File: src/rtl/mips_pkg.sv
// Shared definitions for the multicycle MIPS core: opcodes, field widths, fetch FSM states.
// Build option: IFETCH_HALT_EN adds the HALTED fetch state.
package mips_pkg;

  localparam logic [5:0] OP_RTYPE = 6'b000000;
  localparam logic [5:0] OP_ADDI  = 6'b001000;
  localparam logic [5:0] OP_LW    = 6'b100011;
  localparam logic [5:0] OP_SW    = 6'b101011;
  localparam logic [5:0] OP_BEQ   = 6'b000100;
  localparam logic [5:0] OP_J     = 6'b000010;
  localparam logic [5:0] OP_HALT  = 6'b111111;

  localparam int OPCODE_W = 6;
  localparam int JIDX_W   = 26;
  localparam int IMM_W    = 16;

  typedef enum logic [1:0] {
    IDLE,
    FETCH,
    HOLD
`ifdef IFETCH_HALT_EN
    , HALTED
`endif
  } fetch_state_t;

  // Sign-extended word offset of a BEQ immediate, already scaled to bytes.
  function automatic logic [31:0] branch_offset(input logic [IMM_W-1:0] imm);
    return {{(32-IMM_W-2){imm[IMM_W-1]}}, imm, 2'b00};
  endfunction

endpackage

File: src/rtl/ifetch_nextpc.sv
// Next-PC selection for the fetch unit: jump, taken BEQ or sequential.
// Latency: combinational. Backpressure: none.
// Priority: jump over branch; all arithmetic wraps modulo 2^32.
module ifetch_nextpc
  import mips_pkg::*;
(
  input  logic [31:0] pc_plus4,
  input  logic [31:0] instr,
  input  logic        branch,
  input  logic        jump,
  input  logic        zero,
  output logic [31:0] next_pc
);

  // The opcode field is decoded by control, not here.
  logic unused_opcode_bits;
  assign unused_opcode_bits = ^instr[31:32-OPCODE_W];

  always_comb begin
    next_pc = pc_plus4;
    if (jump) begin
      next_pc = {pc_plus4[31:28], instr[JIDX_W-1:0], 2'b00};
    end else if (branch && zero) begin
      next_pc = pc_plus4 + branch_offset(instr[IMM_W-1:0]);
    end
  end

endmodule

File: src/rtl/ifetch_unit.sv
// Instruction fetch: owns the PC, fetches over a ready handshake, holds the instruction register.
// Latency: instr_valid one edge after imem_ready in FETCH; new PC one edge after pcupdate in HOLD.
// Backpressure: imem_rd held with a stable address until imem_ready. Build option: IFETCH_HALT_EN.
module ifetch_unit
  import mips_pkg::*;
#(
  parameter logic [31:0] RESET_PC = 32'h0000_0000
) (
  input  logic                clk,
  input  logic                reset,
  input  logic                pcupdate,
  input  logic                branch,
  input  logic                jump,
  input  logic                zero,
  output logic                imem_rd,
  output logic [31:0]         imem_addr,
  input  logic                imem_ready,
  input  logic [31:0]         imem_rdata,
  output logic [31:0]         instr,
  output logic [OPCODE_W-1:0] opcode,
  output logic [31:0]         pc,
  output logic [31:0]         pc_plus4,
  output logic                instr_valid,
  output logic                halted
);

  fetch_state_t state, state_nxt;
  logic [31:0]  next_pc;
  logic         capture;
  logic         advance;

  ifetch_nextpc u_nextpc (
    .pc_plus4 (pc_plus4),
    .instr    (instr),
    .branch   (branch),
    .jump     (jump),
    .zero     (zero),
    .next_pc  (next_pc)
  );

  assign imem_rd   = (state == FETCH);
  assign imem_addr = pc;
  assign opcode    = instr[31:32-OPCODE_W];

`ifdef IFETCH_HALT_EN
  assign halted = (state == HALTED);
`else
  assign halted = 1'b0;
`endif

  always_comb begin
    state_nxt = state;
    capture   = 1'b0;
    advance   = 1'b0;
    case (state)
      IDLE: state_nxt = FETCH;
      FETCH: begin
        if (imem_ready) begin
          capture   = 1'b1;
          state_nxt = HOLD;
`ifdef IFETCH_HALT_EN
          if (imem_rdata[31:32-OPCODE_W] == OP_HALT) state_nxt = HALTED;
`endif
        end
      end
      HOLD: begin
        if (pcupdate) begin
          advance   = 1'b1;
          state_nxt = FETCH;
        end
      end
`ifdef IFETCH_HALT_EN
      HALTED: state_nxt = HALTED;
`endif
      default: state_nxt = IDLE;
    endcase
  end

  always_ff @(posedge clk or posedge reset) begin
    if (reset) begin
      state <= IDLE;
    end else begin
      state <= state_nxt;
    end
  end

  // pc_plus4 is registered alongside pc so both leave the block straight from flops.
  always_ff @(posedge clk or posedge reset) begin
    if (reset) begin
      pc          <= RESET_PC;
      pc_plus4    <= RESET_PC + 32'd4;
      instr       <= 32'h0;
      instr_valid <= 1'b0;
    end else if (capture) begin
      instr       <= imem_rdata;
      instr_valid <= 1'b1;
    end else if (advance) begin
      pc          <= next_pc;
      pc_plus4    <= next_pc + 32'd4;
      instr_valid <= 1'b0;
    end
  end

endmodule

File: config.mk
export PLATFORM = sky130hd
export DESIGN_NAME = ifetch_unit
export DESIGN_NICKNAME = d
export VERILOG_FILES = /design/src/rtl/mips_pkg.sv /design/src/rtl/ifetch_nextpc.sv /design/src/rtl/ifetch_unit.sv
export SDC_FILE = /design/constraint.sdc
export NUM_CORES = 1
export LEC_CHECK = 0
export BUFFER_PORTS_ARGS = -buffer_cell sky130_fd_sc_hd__buf_2
export CORE_MARGIN = 2
export CORE_UTILIZATION = 54
export CTS_CLUSTER_SIZE = 8
export DETAILED_ROUTE_END_ITERATION = 7
export GPL_TIMING_DRIVEN = 0
export PLACE_DENSITY_LB_ADDON = 0.08
export SYNTH_ARGS = -nofsm -noshare
export SYNTH_HDL_FRONTEND = slang
export SYNTH_SLANG_ARGS = --single-unit
File: constraint.sdc
create_clock -name clk -period 4.85 [get_ports clk]
set_clock_uncertainty 0.15 [all_clocks]
set_input_delay 1.2125 -clock clk [delete_from_list [all_inputs] [get_ports clk]]
set_output_delay 1.2125 -clock clk [all_outputs]
set_load 0.01 [all_outputs]
==> reports/summary.txt, run 1 <==
Status - completed
Setup repair after global routing missed its margin - false
Pwr per Cell Area - 755.0 nW/µm²
Number of synthesized register bits - 95
Post-synthesis cell area - 6644 µm²
Maximum vdd ir drop - 0.4056 mV
Largest net degree at the start of global routing - 55
Worst EP arrival - 4790 ps
Max-slew violations - 0
Max_cap viols - 0
Netlist cell types - 76
Initial drt markers - 465
Relative slew slack - 0.2980
Post-detail-place hpwl - 16.49 mm
Commonest non-fill, non-tap cell in the layout - buf_2
Period utilization - 0.9591
Nets - 998
Reg2Reg Capture Point - pc_plus4[31]
Post-Route WL - 21.44 mm
Die H - 114.9 µm
Top-area cell type share of the netlist area - 0.3540
CTS clock-pin slew for the worst setup and hold paths - 70 ps
# diodes - 0
Num CTS Buffers - 9
Synth area leaders - dfrtp_1 (35%), mux2_2 (6.6%), o21ai_0 (5.9%), ha_1 (5.6%), nand2_1 (5.5%)
Via count - 6498
Crit Path Class - register to register
Die ar. - 13210 µm²
Routability Congestion - 0.9386
Synth async-reset ratio - 1.000
Clk root buf - clkbuf_16
Routed Antenna Nets - 0
Tmin final - 4651 ps
Worst-case clock buffer depth - 2
H-tree levels - 3
Post-synth EDFFs - 0
Syn. warnings - 0
Final Hold Viols - 0
Final TNS setup - 0 ps
R2R Setup Slk - 200 ps
Setup Viol. Count Final - 0
Initial antenna violation count - 0
Slew @ Worst Pin - 1053 ps
Share of cells above drive strength 1 - 0.3280
Hold crit path type - register to register
Vias per cell - 6.017
Drt drc - 0
Remaining global-route overflow - 0
Worst setup endpoint - pc_plus4[31]
Commonest non-fill, non-tap cells in the layout - buf_2 (173), nand2_1 (98), dfrtp_1 (93)
Worst reg2reg startpoint - pc_plus4[2]
Crit-path max FO - 4
I/O Pins - 176
Core area - 12010 µm²
Mapped Cells - 741
Peak Freq - 215.0 MHz
Startpoint Class - register
Sequential-to-total area share from yosys stat - 0.3580
Critical path required time - 4990 ps
DIE WIDTH - 114.9 µm
Vias in the first global route - 6199
Fill count - 993
CP startpoint - pc_plus4[2]
GRT Util Overall - 0.3254
Clock latency on the worst-skew pair - 350 ps
Util after Layout - 0.6724
Top FF cell, synth - dfrtp_1
Crit. End Element - register
Leak - 0.003948 µW
Wire length per cell - 19.85 µm
Mean Syn Cell Area - 8.966 µm²
FF-to-FF path depth - 14
IO Port Bufs - 167
Synth area leader - dfrtp_1
TritonCTS clock tree - done
Initial Util - 0.5531
Placement Rows - 40
First-pass GRT wire length - 32.89 mm
Drt first pass iters - 5
Area delta synth->final - 21.56%
Sinks on the clock net - 95
[Yosys cell counts (10+ instances only)]
cell       n
ha_1      30
o21a_1    11
and3_1    11
mux2_2    39
nand2b_1  10
o21ai_0   78
nand3_1   17
inv_1     13
xnor2_1   20
nor3_1    15
buf_4     44
nand2_1   98
a21oi_1   43
xor2_1    22
nor2_1    29
clkbuf_1  24
dfrtp_1   94
[stage by stage]
step	setup slack (ps)	hold slack, ps	std cells	cell area (µm²)	total power (µW)
2_1_floorplan	506.8	305.8	747	6666	4086
3_3_place_gp	-1101	307.0	1061	7686	5191
3_5_place_dp	-1055	320.3	1062	7716	5293
4_1_cts	59.00	344.4	1078	8035	6029
5_1_grt	20.07	379.1	1080	8077	6520
6_report	198.5	341.6	1080	8077	6098
[layer usage]
metal  track usage  vias up  part of all wire
li1              -     3018                 -
met1        0.4412     3158              0.44
met2        0.5137      285              0.46
met3       0.06747       37             0.079
met4        0.1261        0             0.026
met5             0        -                 0
[where the power goes]
| part | total [µW] | internal, µW | switching, µW | leakage [µW] |
|---|---|---|---|---|
| Sequential | 1550 | 1160 | 396 | 0.00117 |
| Clock | 693 | 375 | 318 | 0.000142 |
| Combinational | 3850 | 1620 | 2230 | 0.00264 |
| Total | 6100 | 3150 | 2950 | 0.00395 |
[final cells by class]
class | instances | area (µm²) | share of cell area
multi-input cells | 563 | 3836 | 0.4750
flip-flops and latches | 95 | 2380 | 0.2947
repair buffers | 170 | 878.3 | 0.1088
plain buffers | 75 | 459.2 | 0.05686
clock buffers | 11 | 252.7 | 0.03129
well taps | 147 | 183.9 | 0.02277
inverters | 14 | 55.05 | 0.006816
clock inverters | 5 | 31.28 | 0.003873
[cell families (layout without fill, tap and decap cells)]
family / count (synthesis) / in the layout / share of synthesized area
compound gates: 206 / 206 / 0.1951
flops: 95 / 95 / 0.3580
other cells: 1 / 7 / 0.0005644
simple gates: 231 / 231 / 0.1776
mux: 45 / 45 / 0.07552
buf+inv: 89 / 275 / 0.07590
fa+ha+maj: 31 / 31 / 0.05951
xor+xnor: 43 / 43 / 0.05782
[state kept, by name, summed over array words and instances (netlist names)]
register	cells
imem_addr	30
instr	32
pc_plus4	30
state	2
instr_valid	1
[worst max-delay path, stage by stage, from the launching register on]
cell       delay (ps)
dfstp_2           550
ha_1              190
inv_1              60
fa_1              400
nand2b_1          220
a211oi_2          320
o211ai_1          250
a2111oi_4         500
nor2_1            130
xor2_1            170
a21o_1            230
or4b_4            540
nor4_4            410
mux2_1            370
nand3_1            80
[worst min path at each step]
stage / slack [ps] / to / depth (start not counted) / startpoint
after floorplan: 310 / state[1] / 1 / state[0]
after global placement: 310 / instr_valid / 2 / instr_valid
after global routing: 380 / imem_addr[4] / 2 / imem_addr[4]
final: 340 / instr_valid / 2 / instr_valid
after CTS: 340 / instr_valid / 2 / instr_valid
after detailed placement: 320 / instr_valid / 2 / instr_valid
[what timing repair did]
item	CTS	global route
hold buffers	0	0
endpoints found under the setup margin	7	5
setup buffers	0	2
pin swaps	1	2
resized for setup	11	9
No activity file was read; power rests on OpenSTA's default activity.
==> run 2: changes to the inputs <==
- BUFFER_PORTS_ARGS: -buffer_cell sky130_fd_sc_hd__buf_2 -> not set
- CORE_UTILIZATION: 54 -> 65
- DONT_BUFFER_PORTS: not set -> 1
==> reports/summary.txt, run 2 (same netlist as run 1, synthesis figures left out) <==
Worst EP arrival - 4870 ps (+80 ps)
Drt drc - 0 (unchanged)
Die H - 105.1 µm (-8.5%)
Final Non-Filler Cells - 900 (-17%)
WHS Path Cells - 2 (unchanged)
Slew @ Worst Pin - 1054 ps (+0.7201 ps)
Initial antenna violation count - 0 (unchanged)
Worst reg2reg startpoint - pc_plus4[2]
Reg2Reg Capture Point - pc_plus4[29]
DIE WIDTH - 105.1 µm (-8.5%)
Relative slew slack - 0.2901 (-0.007903)
Critical Path Slowest Stage Cell - or4_4
Largest net degree at the start of global routing - 51 (-7.3%)
Commonest non-fill, non-tap cell in the layout - nand2_1
Period utilization - 0.9853 (+0.02626)
Max_cap viols - 0 (unchanged)
Clk root buf - clkbuf_8
Hold crit path type - register to register
Startpoint Class - register
Vias per cell - 6.822 (+13%)
Peak Freq - 209.3 MHz (-2.7%)
Core area - 9864 µm² (-18%)
Maximum vdd ir drop - 0.4969 mV (+22%)
Cell mode on critical path - or3_4
Clock latency on the worst-skew pair - 370 ps (+20 ps)
Initial drt markers - 592 (+27%)
Leak - 0.003183 µW (-19%)
Hold EP - pc_plus4[2]
Area delta synth->final - 7.439%
Num CTS Buffers - 9 (unchanged)
Cell area after layout - 7138 µm² (-12%)
Drt first pass iters - 5 (unchanged)
Nets - 832 (-17%)
Sinks on the clock net - 95 (unchanged)
Remaining global-route overflow - 0 (unchanged)
Placement Rows - 36 (-10%)
Via count - 6140 (-5.5%)
DP Area - 6863 µm² (-11%)
H-tree levels - 3 (unchanged)
Post-Route WL - 21.28 mm (-0.76%)
Worst-case clock buffer depth - 2 (unchanged)
Critical path cell sequence - ha_1 > inv_1 > fa_1 > nand2b_1 > a21oi_2 > o21ai_0 > mux2i_1 > or3_4 > or3_4 > nand3b_4 > or4_4 > nor4_4 > buf_4 > xnor2_1 > o21ai_1
Crit Path Class - register to register
Crit-path max FO - 6 (+2)
TritonCTS clock tree - done
R2R Setup Slk - 70 ps (-130 ps)
Crit. End Element - register
Cts hold-fix bufs - 0 (unchanged)
Top reg by flops - instr
Die ar. - 11050 µm² (-16%)
Vias in the first global route - 6086 (-1.8%)
Tmin final - 4779 ps (+127.4 ps)
FF-to-FF path depth - 15 (+1)
GRT Util Overall - 0.3809 (+0.05544)
Max-slew violations - 0 (unchanged)
Max reg flops - 32 (unchanged)
I/O Pins - 176 (unchanged)
Commonest non-fill, non-tap cells in the layout - nand2_1 (98), dfrtp_1 (93), o21ai_0 (77)
Placed insts - 881 (-17%)
# diodes - 0 (unchanged)
Worst Hold Launch - pc_plus4[2]
Post-detail-place hpwl - 15.99 mm (-3.0%)
Routed Antenna Nets - 0 (unchanged)
Status - completed
CTS clock-pin slew for the worst setup and hold paths - 100 ps (+30 ps)
IO Port Bufs - 0 (-100%)
Initial Util - 0.6735 (+0.1204)
Pwr per Cell Area - 782.3 nW/µm² (+3.6%)
Routability Congestion - 1.012 (+7.8%)
First-pass GRT wire length - 32.66 mm (-0.71%)
Slowest stage delay, CP - 610 ps (+60 ps)
Critical path required time - 4940 ps (-50 ps)
Final Hold Viols - 0 (unchanged)
Setup Viol. Count Final - 0 (unchanged)
Share of cells above drive strength 1 - 0.1812 (-0.1467)
Wire length per cell - 23.64 µm (+19%)
-- run 2: changes by cell type in the layout (fill, tap and decap cells not counted), moves of 2 or more --
| cell | previous run | this run |
|---|---|---|
| clkbuf_16 | 9 | 0 |
| clkbuf_1 | 20 | 22 |
| clkinv_4 | 0 | 2 |
| clkinv_2 | 3 | 0 |
| clkbuf_8 | 2 | 10 |
| buf_2 | 173 | 6 |
-- run 2: worst max path at each step --
stage                      from      endpoint  slack, ps  depth (start not counted)
floorplan                  jump  pc_plus4[31]        510                         11
global placement           jump  pc_plus4[28]       -540                         11
detailed placement         jump  pc_plus4[28]       -640                         11
CTS                 pc_plus4[2]  pc_plus4[31]         10                         14
global route        pc_plus4[2]  pc_plus4[31]         -8                         14
finish              pc_plus4[2]  pc_plus4[29]         70                         15
-- run 2: critical path: cells and delay by family (launching register included) --
kind	cells	cell delay [ps]
multiplexers	1	170
buffers and inverters	2	270
adder cells (fa/ha/maj)	2	610
XOR/XNOR	1	120
flip-flops	1	590
AND/OR/NAND/NOR	6	2240
AO/OA/AOI/OAI	3	490
-- run 2: through the flow --
stage	worst slack [ps]	power, µW	utilization	hold slack (ps)	TNS, ps
after global routing	-8.471	5920	0.7236	408.2	-16.81
after CTS	12.93	5470	0.7178	385.1	0
after global placement	-535.4	4741	0.6927	324.1	-3151
after detailed placement	-643.7	4897	0.6957	363.0	-3743
after floorplan	506.8	4086	-	305.8	0
final	71.17	5584	0.7236	393.0	0
-- run 2: where the power goes --
part | internal, µW | switching (µW)
clock | 259 | 302
combinational | 1300 | 1940
sequential | 1150 | 632
total | 2710 | 2870
-- run 2: routing by layer --
layer  global-route usage  wire length, µm  up-vias
li1                     -                -     2675
met1               0.4732             8199     2986
met2               0.6489            10340      398
met3              0.08047             1932       81
met4               0.1457              801        0
met5                    0                0        -
-- run 2: cell type report --
type / instances / area, µm²
multi-input cells: 563 / 3822
fillers: 746 / 2726
flip-flops and latches: 95 / 2380
plain buffers: 75 / 457.9
well taps: 133 / 166.4
clock buffers: 11 / 141.4
clock inverters: 5 / 65.06
inverters: 14 / 55.05
repair buffers: 4 / 50.05
-- run 2: timing repair --
item | in CTS | in global routing
setup endpoints to repair | 6 | 5
gates resized for setup | 7 | 11
pin swaps | 1 | 4
hold endpoints to repair | 0 | 0
setup buffers | 0 | 3
==> run 3: changes to the inputs <==
- CORE_MARGIN: 2 -> not set
==> reports/summary.txt, run 3 (same netlist as run 1, synthesis figures left out) <==
Status - completed
Worst EP arrival - 4980 ps (+110 ps)
Critical Path Slowest Stage Cell - or4_4
GRT Util Overall - 0.3924 (+0.01154)
Clock latency on the worst-skew pair - 370 ps (about the same)
Nets - 830 (-0.24%)
Initial antenna violation count - 0 (unchanged)
First-pass GRT wire length - 30.90 mm (-5.4%)
Max Used Layer - met4
Post-Route WL - 20.53 mm (-3.5%)
R2R Setup Slk - 70 ps (about the same)
# diodes - 0 (unchanged)
Share of cells above drive strength 1 - 0.1765 (-0.004755)
Pwr per Cell Area - 771.7 nW/µm² (-1.4%)
I/O Pins - 176 (unchanged)
Max reg flops - 32 (unchanged)
Reg2Reg Capture Point - pc_plus4[31]
WL met2 - 10.12 mm (-2.2%)
Drt drc - 0 (unchanged)
Routability Congestion - 0.9550 (-5.6%)
Clk root buf - clkbuf_8
Final Hold Viols - 0 (unchanged)
Vias per cell - 6.693 (-1.9%)
Placed insts - 881 (unchanged)
Startpoint Class - primary input
Commonest non-fill, non-tap cells in the layout - nand2_1 (98), dfrtp_1 (93), o21ai_0 (77)
Setup Viol. Count Final - 0 (unchanged)
Die ar. - 10630 µm² (-3.8%)
Top reg by flops - instr
Critical path required time - 5010 ps (+70 ps)
Hold EP - state[1]
Fill count - 759 (+1.7%)
IO Port Bufs - 0 (unchanged)
Routed Antenna Nets - 0 (unchanged)
Hold crit path type - register to register
Crit-path max FO - 10 (+4)
Cell mode on critical path - clkbuf_1
Tmin final - 4816 ps (+36.87 ps)
Setup repair after global routing missed its margin - false
Crit. End Element - register
Commonest non-fill, non-tap cell in the layout - nand2_1
Period utilization - 0.9929 (+0.007602)
Worst Hold Launch - state[0]
Peak Freq - 207.7 MHz (-0.77%)
FF-to-FF path depth - 14 (-1)
Max-slew violations - 0 (unchanged)
Maximum vdd ir drop - 0.4939 mV (-0.60%)
Vias in the first global route - 5897 (-3.1%)
Final Non-Filler Cells - 898 (-0.22%)
Core area - 9819 µm² (-0.46%)
Initial Util - 0.6766 (+0.003090)
Wire length per cell - 22.86 µm (-3.3%)
Relative slew slack - 0.2289 (-0.06128)
CTS clock-pin slew for the worst setup and hold paths - 100 ps (about the same)
WL met1 - 7.989 mm (-2.6%)
H-tree levels - 3 (unchanged)
Final hold slack - 396.0 ps (+3.011 ps)
Max_cap viols - 0 (unchanged)
Num CTS Buffers - 9 (unchanged)
Placement Rows - 36 (unchanged)
Leak - 0.003155 µW (-0.88%)
Post-detail-place hpwl - 15.48 mm (-3.2%)
Crit Path Class - primary input to register
Remaining global-route overflow - 0 (unchanged)
Slew @ Worst Pin - 1157 ps (+103.1 ps)
Sinks on the clock net - 95 (unchanged)
Drt first pass iters - 5 (unchanged)
Die H - 103.1 µm (-1.9%)
Area delta synth->final - 6.817%
TritonCTS clock tree - done
Worst reg2reg startpoint - pc_plus4[2]
Slowest stage delay, CP - 630 ps (+20 ps)
Largest net degree at the start of global routing - 50 (-2.0%)
Util after Layout - 0.7227 (-0.0008850)
CP delay by family, top - simple AND/OR/NAND/NOR gates
Via count - 6010 (-2.1%)
WHS Path Cells - 1 (-1)
Worst-case clock buffer depth - 2 (unchanged)
Bufs and invs on worst path - 2 (unchanged)
Wire length on met3 - 1.592 mm (-18%)
DIE WIDTH - 103.1 µm (-1.9%)
Critical path cell sequence - nand2_1 > clkbuf_1 > nor2_1 > clkbuf_1 > a221oi_1 > nor4b_4 > nand3b_4 > or4_4 > nor4_4 > mux2_1 > nand3_1
Initial drt markers - 422 (-29%)
run 3: cell types whose count changed in the layout (fill, tap and decap cells not counted), sizes merged:
| cell | change |
|---|---|
| buf | -3 |
| bufinv | -1 |
| clkbuf | -1 |
| clkinvlp | +2 |
| inv | +1 |
run 3: timing repair:
action | CTS | global route
cloned | 0 | 0
setup endpoints to repair | 5 | 6
setup buffers | 0 | 1
resized for setup | 10 | 4
pin swaps | 0 | 1
hold buffers | 0 | 0
run 3: area by class of cell:
cell class / instances / area, µm² / share of cell area
buffer: 75 / 456.7 / 0.06435
clock buffer: 9 / 123.9 / 0.01745
clock inverter: 7 / 53.80 / 0.007581
inverter: 14 / 55.05 / 0.007757
multi-input combinational: 563 / 3826 / 0.5391
sequential: 95 / 2380 / 0.3353
tap: 133 / 166.4 / 0.02345
timing repair buffer: 2 / 35.03 / 0.004937
run 3: where the power goes:
part / total, µW / switching, µW / internal [µW]
sequential: 1770 / 616 / 1150
combinational: 3210 / 1910 / 1300
clock: 505 / 313 / 192
run 3: worst reg2reg max path: stages, from the launching register on:
cell,delay [ps]
dfstp_2,600
ha_1,190
inv_1,60
fa_1,400
nand2b_1,230
a21oi_1,290
o21ai_0,190
mux2i_1,160
or3_4,390
or3_4,390
nand3b_4,220
or4_4,640
nor4_4,330
mux2_1,390
nand3_1,100
run 3: how the worst max path moves through the flow:
stage,end,depth (start not counted),startpoint
2_1_floorplan,pc_plus4[31],11,jump
3_3_place_gp,pc_plus4[28],11,jump
3_5_place_dp,pc_plus4[31],11,jump
4_1_cts,pc_plus4[31],14,pc_plus4[2]
5_1_grt,pc_plus4[28],14,pc_plus4[2]
6_report,pc_plus4[31],11,branch
run 3: metal layers:
metal | global-route usage | vias to the layer above
met1 | 0.4643 | 2916
met2 | 0.6667 | 347
met3 | 0.08881 | 81
met4 | 0.2059 | 0
met5 | 0 | -
li1 | - | 2666
run 3: through the flow:
| stage | area, µm² | power, µW | setup TNS, ps | setup slack (ps) |
|---|---|---|---|---|
| floorplan | 6666 | 4086 | 0 | 506.8 |
| global placement | 6833 | 4713 | -2532 | -460.8 |
| detailed placement | 6863 | 4857 | -3217 | -599.6 |
| CTS | 7068 | 5383 | 0 | 14.01 |
| global route | 7097 | 5862 | 0 | 3.176 |
| finish | 7097 | 5477 | 0 | 34.30 |
